===== config.mk =====
export PLATFORM = sky130hd
export DESIGN_NAME = datapath_sequencer_flat
export DESIGN_NICKNAME = d
export VERILOG_FILES = /design/src/rtl/datapath_sequencer_pkg.sv /design/src/rtl/datapath_sequencer_if.sv /design/src/rtl/seq_step_decode.sv /design/src/rtl/datapath_sequencer.sv /design/src/flat_wrapper.sv
export SDC_FILE = /design/constraint.sdc
export NUM_CORES = 1
export LEC_CHECK = 0
export CORE_MARGIN = 4
export CORE_UTILIZATION = 41
export CTS_CLUSTER_SIZE = 10
export DETAILED_ROUTE_END_ITERATION = 16
export PLACE_DENSITY = 0.77
export SETUP_SLACK_MARGIN = 0.2
export SLEW_MARGIN = 20
export SYNTH_ARGS = -nofsm -noshare
export SYNTH_HDL_FRONTEND = slang
export SYNTH_SLANG_ARGS = --single-unit

===== constraint.sdc =====
create_clock -name clock -period 2.24 [get_ports clock]
set_clock_uncertainty 0.05 [all_clocks]
set_input_delay 0.448 -clock clock [delete_from_list [all_inputs] [get_ports clock]]
set_output_delay 0.448 -clock clock [all_outputs]
set_load 0.01 [all_outputs]

===== src/rtl/datapath_sequencer_pkg.sv =====
// Shared opcodes, T-state encoding and the strobe bundle for the DataPath sequencer.
package cpu_ctrl_pkg;

    localparam int DEF_IMM_W = 8;

    typedef enum logic [1:0] {
        OP_LDA   = 2'b00,
        OP_ADDI  = 2'b01,
        OP_MVAB  = 2'b10,
        OP_LDADD = 2'b11
    } opcode_e;

    // Three bits leave spare encodings; the sequencer sends any of them back to IDLE.
    typedef enum logic [2:0] {
        ST_IDLE = 3'd0,
        ST_T0   = 3'd1,
        ST_T1   = 3'd2,
        ST_T2   = 3'd3
    } state_e;

    typedef struct packed {
        logic ra_in;
        logic rb_in;
        logic rz_in;
        logic ra_out;
        logic rb_out;
        logic rz_out;
    } strobe_t;

endpackage


===== src/rtl/datapath_sequencer_if.sv =====
// Instruction handshake plus DataPath strobe bundle; slave is the sequencer, master the issuer.
interface datapath_sequencer_if #(parameter int IMM_W = 8);

    logic             instr_valid;
    logic             instr_ready;
    logic [1:0]       opcode;
    logic [IMM_W-1:0] imm;

    logic             RAin, RBin, RZin;
    logic             RAout, RBout, RZout;
    logic [IMM_W-1:0] AddImmediate;
    logic [IMM_W-1:0] RegisterAImmediate;
    logic             busy;
    logic             done;

    modport slave (
        input  instr_valid, opcode, imm,
        output instr_ready, RAin, RBin, RZin, RAout, RBout, RZout,
               AddImmediate, RegisterAImmediate, busy, done
    );

    modport master (
        output instr_valid, opcode, imm,
        input  instr_ready, RAin, RBin, RZin, RAout, RBout, RZout,
               AddImmediate, RegisterAImmediate, busy, done
    );

endinterface


===== src/rtl/seq_step_decode.sv =====
// Combinational step table: (state, opcode, imm) -> strobes, immediates and last-step flag.
module seq_step_decode
    import cpu_ctrl_pkg::*;
#(
    parameter int IMM_W = DEF_IMM_W
) (
    input  state_e           state,
    input  opcode_e          opcode,
    input  logic [IMM_W-1:0] imm,
    output strobe_t          strobes,
    output logic [IMM_W-1:0] add_imm,
    output logic [IMM_W-1:0] rega_imm,
    output logic             last_step
);

    always_comb begin
        strobes   = '0;
        add_imm   = '0;
        rega_imm  = '0;
        last_step = 1'b0;
        case (state)
            ST_T0: begin
                case (opcode)
                    OP_LDA: begin
                        rega_imm      = imm;
                        strobes.ra_in = 1'b1;
                        last_step     = 1'b1;
                    end
                    OP_ADDI: begin
                        strobes.ra_out = 1'b1;
                        strobes.rz_in  = 1'b1;
                        add_imm        = imm;
                    end
                    OP_MVAB: begin
                        strobes.rb_out = 1'b1;
                        strobes.ra_in  = 1'b1;
                        last_step      = 1'b1;
                    end
                    OP_LDADD: begin
                        rega_imm      = imm;
                        strobes.ra_in = 1'b1;
                    end
                    default: ;
                endcase
            end
            ST_T1: begin
                case (opcode)
                    OP_ADDI: begin
                        strobes.rz_out = 1'b1;
                        strobes.rb_in  = 1'b1;
                        last_step      = 1'b1;
                    end
                    OP_LDADD: begin
                        strobes.ra_out = 1'b1;
                        strobes.rz_in  = 1'b1;
                        add_imm        = imm;
                    end
                    // single-step opcodes never reach T1; finish so the FSM returns to IDLE
                    default: last_step = 1'b1;
                endcase
            end
            ST_T2: begin
                if (opcode == OP_LDADD) begin
                    strobes.rz_out = 1'b1;
                    strobes.rb_in  = 1'b1;
                end
                last_step = 1'b1;
            end
            default: ;
        endcase
    end

endmodule


===== src/rtl/datapath_sequencer.sv =====
// Hardwired DataPath control sequencer: accepts one micro-instruction, walks T0..T2.
// Optional SEQ_HOLD_EN adds a hold input that freezes and blanks the current step.
module datapath_sequencer
    import cpu_ctrl_pkg::*;
#(
    parameter int IMM_W = DEF_IMM_W
) (
    input  logic                 clock,
    input  logic                 clear_n,
`ifdef SEQ_HOLD_EN
    input  logic                 hold,
`endif
    datapath_sequencer_if.slave  bus
);

    state_e           state_q, state_d;
    opcode_e          op_q, op_d;
    logic [IMM_W-1:0] imm_q, imm_d;

    strobe_t          stb;
    logic [IMM_W-1:0] add_imm, rega_imm;
    logic             last_step;
    logic             hold_w;
    logic             in_step;
    logic             gate;

`ifdef SEQ_HOLD_EN
    assign hold_w = hold;
`else
    assign hold_w = 1'b0;
`endif

    seq_step_decode #(.IMM_W(IMM_W)) u_dec (
        .state     (state_q),
        .opcode    (op_q),
        .imm       (imm_q),
        .strobes   (stb),
        .add_imm   (add_imm),
        .rega_imm  (rega_imm),
        .last_step (last_step)
    );

    assign in_step = (state_q == ST_T0) || (state_q == ST_T1) || (state_q == ST_T2);
    assign gate    = in_step && !hold_w;

    always_comb begin
        state_d = state_q;
        op_d    = op_q;
        imm_d   = imm_q;
        case (state_q)
            ST_IDLE: begin
                if (bus.instr_valid && bus.instr_ready) begin
                    state_d = ST_T0;
                    op_d    = opcode_e'(bus.opcode);
                    imm_d   = bus.imm;
                end
            end
            ST_T0: if (!hold_w) state_d = last_step ? ST_IDLE : ST_T1;
            ST_T1: if (!hold_w) state_d = last_step ? ST_IDLE : ST_T2;
            ST_T2: if (!hold_w) state_d = ST_IDLE;
            default: state_d = ST_IDLE;
        endcase
    end

    always_ff @(posedge clock or negedge clear_n) begin
        if (!clear_n) begin
            state_q <= ST_IDLE;
            op_q    <= OP_LDA;
            imm_q   <= '0;
        end else begin
            state_q <= state_d;
            op_q    <= op_d;
            imm_q   <= imm_d;
        end
    end

    // Everything below depends only on registered state, so reset blanks it immediately.
    assign bus.instr_ready        = (state_q == ST_IDLE) && !hold_w;
    assign bus.busy               = in_step;
    assign bus.done               = gate && last_step;
    assign bus.RAin               = gate && stb.ra_in;
    assign bus.RBin               = gate && stb.rb_in;
    assign bus.RZin               = gate && stb.rz_in;
    assign bus.RAout              = gate && stb.ra_out;
    assign bus.RBout              = gate && stb.rb_out;
    assign bus.RZout              = gate && stb.rz_out;
    assign bus.AddImmediate       = gate ? add_imm  : '0;
    assign bus.RegisterAImmediate = gate ? rega_imm : '0;

endmodule


===== src/flat_wrapper.sv =====
// flat-port wrapper written by rule: the top's interface ports become plain ports
module datapath_sequencer_flat import cpu_ctrl_pkg::*;
#(
    parameter int IMM_W = DEF_IMM_W
)
  (clock, clear_n, bus_instr_valid, bus_opcode, bus_imm, bus_instr_ready, bus_RAin, bus_RBin, bus_RZin, bus_RAout, bus_RBout, bus_RZout, bus_AddImmediate, bus_RegisterAImmediate, bus_busy, bus_done);
  datapath_sequencer_if #(.IMM_W(IMM_W)) bus_i ();
  input  logic clock;
  input  logic clear_n;
  input wire logic [$bits(bus_i.instr_valid)-1:0] bus_instr_valid;
  input wire logic [$bits(bus_i.opcode)-1:0] bus_opcode;
  input wire logic [$bits(bus_i.imm)-1:0] bus_imm;
  output wire logic [$bits(bus_i.instr_ready)-1:0] bus_instr_ready;
  output wire logic [$bits(bus_i.RAin)-1:0] bus_RAin;
  output wire logic [$bits(bus_i.RBin)-1:0] bus_RBin;
  output wire logic [$bits(bus_i.RZin)-1:0] bus_RZin;
  output wire logic [$bits(bus_i.RAout)-1:0] bus_RAout;
  output wire logic [$bits(bus_i.RBout)-1:0] bus_RBout;
  output wire logic [$bits(bus_i.RZout)-1:0] bus_RZout;
  output wire logic [$bits(bus_i.AddImmediate)-1:0] bus_AddImmediate;
  output wire logic [$bits(bus_i.RegisterAImmediate)-1:0] bus_RegisterAImmediate;
  output wire logic [$bits(bus_i.busy)-1:0] bus_busy;
  output wire logic [$bits(bus_i.done)-1:0] bus_done;
  assign bus_i.instr_valid = bus_instr_valid;
  assign bus_i.opcode = bus_opcode;
  assign bus_i.imm = bus_imm;
  assign bus_instr_ready = bus_i.instr_ready;
  assign bus_RAin = bus_i.RAin;
  assign bus_RBin = bus_i.RBin;
  assign bus_RZin = bus_i.RZin;
  assign bus_RAout = bus_i.RAout;
  assign bus_RBout = bus_i.RBout;
  assign bus_RZout = bus_i.RZout;
  assign bus_AddImmediate = bus_i.AddImmediate;
  assign bus_RegisterAImmediate = bus_i.RegisterAImmediate;
  assign bus_busy = bus_i.busy;
  assign bus_done = bus_i.done;
  datapath_sequencer #(.IMM_W(IMM_W)) u_core (.clock(clock), .clear_n(clear_n), .bus(bus_i));
endmodule

==> impl_metrics.yaml, run 1 <==
grt:
  overflow: 0
  grt_pass1_vias: 756
  antenna_found_initial: 0
  grt_max_degree: 13
  grt_pass1_wl_um: 3480
  grt_use_total: 0.170
cts:
  cts_tree: "yes"
  postCtsHoldBufs: 0
  clock_sinks: 12
  clk_pin_slew_ns: 0.08
  clock_path_buffers: 2
  cts_made_buffers: 3
  h-tree-depth: 1
  clk_latency_ns: 0.28
  root_buffer: "clkbuf_4"
timing:
  relSlewSlack: 0.622
  fin_ws_ns: -0.0240
  timing.final.hold_violations: 0
  worst_pin_slew_ns: 0.565
  setup_viol: 4
  post-route-period-util: 1.01
  max_freq_mhz: 442
  report.final.slew_viol_count: 0
  rsz0062_at_grt: "true"
  period_needed_ns: 2.26
synthesis:
  synth-edff-count: 0
  yosys.area.top_type: "dfrtp_1"
  synthFlopType: "dfrtp_1"
  yosysSeqAreaShare: 0.348
  yosysMostFrequentCell: "dfrtp_1"
  ys_types: 25
  syn_area_um2: 862
  synth_async_sr_flop_share: 1.00
  yosys-top-cells-area: "dfrtp_1, ha_1, mux2_2"
  syn_avg_cell_area_um2: 10.8
  yosys_warnings: 0
  syn_nets: 103
  syn-instance-count: 80
  synthTopCellsByCount: "dfrtp_1, ha_1, mux2_2"
  synthDominantCellAreaShare: 0.348
  ys_ff_latch: 12
status:
  violations: "negative setup slack"
  status: "finished with violations"
detailed_routing:
  ant_nets: 0
  drt_pre_antenna_iters: 4
  wire_per_inst_um: 15.8
  vias: 822
  dr.first_iter.drc_count: 5
  drc_errors: 0
  routed_via_density: 4.92
  routed_wl_um: 2640
critical_path:
  critPathCapture: "bus_AddImmediate[5]"
  r2r_cells: 7
  worstSetupStartpointType: "register"
  crit_start: "u_core.state_q[1]"
  required_ns: 1.74
  critical_path_class: "register to output port"
  regToRegSetupSlack_ns: 0.42
  r2r_start: "u_core.state_q[1]"
  cp_max_fo: 4
  worstPathArrival_ns: 1.77
  rr_endpoint: "u_core.imm_q[7]"
  worst_setup_path_end_kind: "output port"
power_and_ir_drop:
  switchingPower_uw: 704
  ir_worst_vdd_v: 0.000872
  seqPwrFrac: 0.254
  p_leak_nw: 0.725
  power_frac_clock: 0.101
  p_int_mw: 1.07
  report.power.total_mw: 1.77
  power_density_mw_per_mm2: 1150
  combPwrFrac: 0.645
  power.switching_fraction: 0.398
floorplan:
  dieWidth_um: 53.9
  core_area_mm2: 0.00198
  io_pins: 38
  placementRows: 16
  die-area_mm2: 0.00290
  start_util: 0.435
  die_y_um: 53.9
cells_and_area:
  syn2layout_area_growth_pct: 78.4
  antennaDiodeCount: 0
  num-fill-cells: 113
  drive_above_1_share: 0.679
  layout.nets: 164
  layout.cells.non_filler: 167
run:
  maxCapViolCount: 0
place:
  routabilityCongestion: 0.808
  dp_hpwl_um: 1690
  port_buffers: 37
  placed_cells: 154
min_path:
  hp-class: "input port to async pin"
[stage by stage]
step	setup slack, ns	hold slack (ns)	util	TNS [ns]	cell area, um^2
6_report	-0.0240	0.475	0.776	-0.0654	1540
5_1_grt	-0.0673	0.510	0.776	-0.565	1540
4_1_cts	0.00648	0.480	0.715	0	1420
3_5_place_dp	-0.249	0.463	0.676	-2.84	1340
3_3_place_gp	-0.114	0.454	0.676	-1.09	1340
2_1_floorplan	0.399	0.102	-	0	862
[power by group through the flow]
stage / combinational, mW / sequential [mW] / clock (mW)
6_report: 1.14 / 0.449 / 0.178
3_3_place_gp: 0.882 / 0.408 / 0
2_1_floorplan: 0.473 / 0.389 / 0
4_1_cts: 0.967 / 0.408 / 0.176
3_5_place_dp: 0.901 / 0.415 / 0
5_1_grt: 1.24 / 0.465 / 0.195
[layer usage]
metal / up-vias / global-route usage / routed length, um
li1: 397 / - / -
met1: 400 / 0.189 / 941
met2: 19 / 0.317 / 1540
met3: 6 / 0.0443 / 101
met4: 0 / 0.0426 / 50
met5: - / 0 / 0
[critical path, stage by stage, from the launching register on]
cell and delay, ns:
dfrtp_1 0.43, inv_2 0.09, ha_4 0.17, a22o_1 0.24, and3_4 0.17, buf_6 0.12, and2_4 0.15, buf_6 0.11
[logic make-up after synthesis]
| logic type | synth area share |
|---|---|
| buf+inv | 0.0580 |
| simple gates | 0.245 |
| mux | 0.142 |
| compound gates | 0.0610 |
| fa+ha+maj | 0.145 |
| flops | 0.348 |
[registers in the layout (all words and copies together), names as in the netlist]
signal          count
u_core.imm_q        8
u_core.op_q         2
u_core.state_q      2
[area by class of cell]
cell class              instances  area [um^2]  area share
well taps                      27         33.8      0.0220
flip-flops and latches         12          304       0.198
inverters                       5         21.3      0.0138
multi-input cells              60          654       0.426
clock buffers                   4         36.3      0.0236
repair buffers                 59          488       0.317
[cells in the final DEF, fill, tap and decap left out, drive strengths merged]
cell type      count
a211o              1
a211oi             1
a21oi              1
a22o               1
a22oi              1
a32o               1
and2              16
and3               3
buf               45
clkbuf             4
clkdlybuf4s50     12
dfrtp             12
dlygate4sd2        2
ha                10
inv                5
mux2              10
mux2i              1
nand2              1
nand2b             2
nor2               5
nor2b              2
nor4               1
o21ai              1
or3b               2
[timing repair]
action                     in CTS  in global routing
setup buffers                   7                  1
hold endpoints to repair        0                  0
cloned                          1                  0
resized for setup             107                 37
pin swaps                       4                 11
setup endpoints to repair      25                 35
[worst min-delay path by stage]
stage	from	endpoint	slack, ns	depth (start not counted)
after floorplan	clear_n	u_core.imm_q[0]	0.10	0
after global placement	u_core.imm_q[3]	u_core.imm_q[3]	0.45	1
after detailed placement	u_core.imm_q[3]	u_core.imm_q[3]	0.46	1
after CTS	u_core.imm_q[3]	u_core.imm_q[3]	0.48	1
after global routing	clear_n	u_core.imm_q[2]	0.51	1
final	clear_n	u_core.imm_q[1]	0.47	1
Note: power is estimated with default switching activity, not from simulation.
==> run 2: changes to the inputs <==
Clock period 2.24 ns to 2.6 ns, I/O delays scaled along.
==> run 2 against run 1 <==
The run now ends clean. Cell count decreased by 5.4%. Worst setup slack improved by 0.19 ns. Critical path type unchanged. Highest routed layer unchanged. Clock-buffer cell count unchanged. Combinational power decreased by 30%.
==> impl_metrics.yaml, run 2 (synthesis results as in run 1) <==
cts:
  cts_tree: "yes"
  cts_made_buffers: 3
  root_buffer: "clkbuf_4"
  postCtsHoldBufs: 0
  clock_path_buffers: 2
  clk_pin_slew_ns: 0.09
  clock_sinks: 12
  h-tree-depth: 1
  clk_latency_ns: 0.29
cells_and_area:
  antennaDiodeCount: 0
  fin_area_mm2: 0.00139
  layout_common_cells: "clkdlybuf4s50_1, dfrtp_1, mux2_2"
  syn2layout_area_growth_pct: 61.4
  layout.nets: 155
  largest_reg_flops: 8
  drive_above_1_share: 0.519
  num-fill-cells: 151
  reg.largest.list: "u_core.imm_q: 8 flops, u_core.op_q: 2 flops, u_core.state_q: 2 flops"
  layout_commonest_cell: "clkdlybuf4s50_1"
  regMostFlops: "u_core.imm_q"
  layout.cells.non_filler: 158
floorplan:
  io_pins: 38
  core_area_mm2: 0.00198
  placementRows: 16
  die-area_mm2: 0.00290
  start_util: 0.435
  dieWidth_um: 53.9
  die_y_um: 53.9
critical_path:
  worst_setup_path_end_kind: "output port"
  crit_start: "u_core.state_q[1]"
  crit_family: "buffers and inverters"
  critical-path-slowest-cell: "dfrtp_1"
  cp.depth: 8
  cp_max_fo: 5
  critical_path_class: "register to output port"
  worst_path_most_repeated_cell: "buf_6"
  slowest_delay_ns: 0.39
  critPathCapture: "bus_AddImmediate[5]"
  required_ns: 2.03
  regToRegSetupSlack_ns: 0.89
  cp_cell_sequence: "buf_4 > ha_4 > a22o_1 > and3_4 > buf_6 > buf_6 > and2_4 > buf_6"
  rr_endpoint: "u_core.imm_q[0]"
  worstPathArrival_ns: 1.86
  r2r_start: "u_core.state_q[1]"
  r2r_cells: 4
  worst-path-buf-inv: 4
  worstSetupStartpointType: "register"
timing:
  holdWs_ns: 0.485
  max_freq_mhz: 411
  period_needed_ns: 2.43
  post-route-period-util: 0.936
  timing.final.hold_violations: 0
  finalSetupTns_ns: 0
  setup_viol: 0
  relSlewSlack: 0.639
  report.final.slew_viol_count: 0
  worst_pin_slew_ns: 0.540
  rsz0062_at_grt: "true"
grt:
  grt_max_degree: 13
  overflow: 0
  grt_use_total: 0.161
  antenna_found_initial: 0
  grt_pass1_wl_um: 3240
  grt_pass1_vias: 752
place:
  port_buffers: 37
  placed_area_mm2: 0.00125
  dp_hpwl_um: 1700
  routabilityCongestion: 0.808
  placed_cells: 142
status:
  status: "finished clean"
power_and_ir_drop:
  power_density_mw_per_mm2: 942
  report.power.total_mw: 1.31
  power.switching_fraction: 0.384
  p_int_uw: 808
  ir_worst_vdd_v: 0.000582
  switchingPower_uw: 503
  seqPwrFrac: 0.272
  combPwrFrac: 0.609
  power_frac_clock: 0.119
  p_leak_nw: 0.672
run:
  maxCapViolCount: 0
detailed_routing:
  wire_per_inst_um: 14.6
  routed_via_density: 4.75
  routed_wl_um: 2310
  ant_nets: 0
  dr.first_iter.drc_count: 6
  drt_pre_antenna_iters: 4
  vias: 751
  drc_errors: 0
min_path:
  hp-class: "register to register"
[run 2: stage by stage]
step	setup WS, ns	utilization
after floorplan	0.687	-
after detailed placement	0.0834	0.631
after CTS	0.0678	0.667
after global routing	0.109	0.702
after global placement	0.163	0.631
final	0.165	0.702
[run 2: per-layer routing]
| layer | global-route usage | up-vias | wire length, um |
|---|---|---|---|
| met1 | 0.163 | 362 | 849 |
| met5 | 0 | - | 0 |
| met3 | 0.0499 | 2 | 112 |
| met2 | 0.319 | 18 | 1330 |
| met4 | 0.0255 | 0 | 13 |
| li1 | - | 369 | - |
[run 2: worst min path at each step]
stage	slack, ns	cells after the start	from	to
detailed placement	0.47	1	u_core.imm_q[7]	u_core.imm_q[7]
CTS	0.49	1	u_core.imm_q[3]	u_core.imm_q[3]
global route	0.50	1	u_core.imm_q[7]	u_core.imm_q[7]
floorplan	0.17	0	clear_n	u_core.imm_q[0]
global placement	0.45	1	u_core.imm_q[3]	u_core.imm_q[3]
finish	0.49	1	u_core.imm_q[3]	u_core.imm_q[3]
[run 2: cell type report]
class | instances | area [um^2] | share of cell area
Timing Repair Buffer | 51 | 429 | 0.308
Multi-Input combinational cell | 59 | 572 | 0.411
Tap cell | 27 | 33.8 | 0.0243
Inverter | 5 | 18.8 | 0.0135
Sequential cell | 12 | 302 | 0.217
Clock buffer | 4 | 36.3 | 0.0261
[run 2: power groups by stage]
stage	logic, mW	clock network (mW)	registers [mW]
after floorplan	0.407	0	0.335
after global placement	0.634	0	0.351
after detailed placement	0.651	0	0.359
after CTS	0.711	0.154	0.351
after global routing	0.868	0.172	0.370
final	0.799	0.156	0.356
[run 2: what timing repair did]
| action | CTS | global route |
|---|---|---|
| hold endpoints to repair | 0 | 0 |
| setup buffers | 8 | 3 |
| gates cloned | 0 | 1 |
| resized for setup | 50 | 38 |
| pin swaps | 0 | 2 |
| setup endpoints to repair | 22 | 22 |
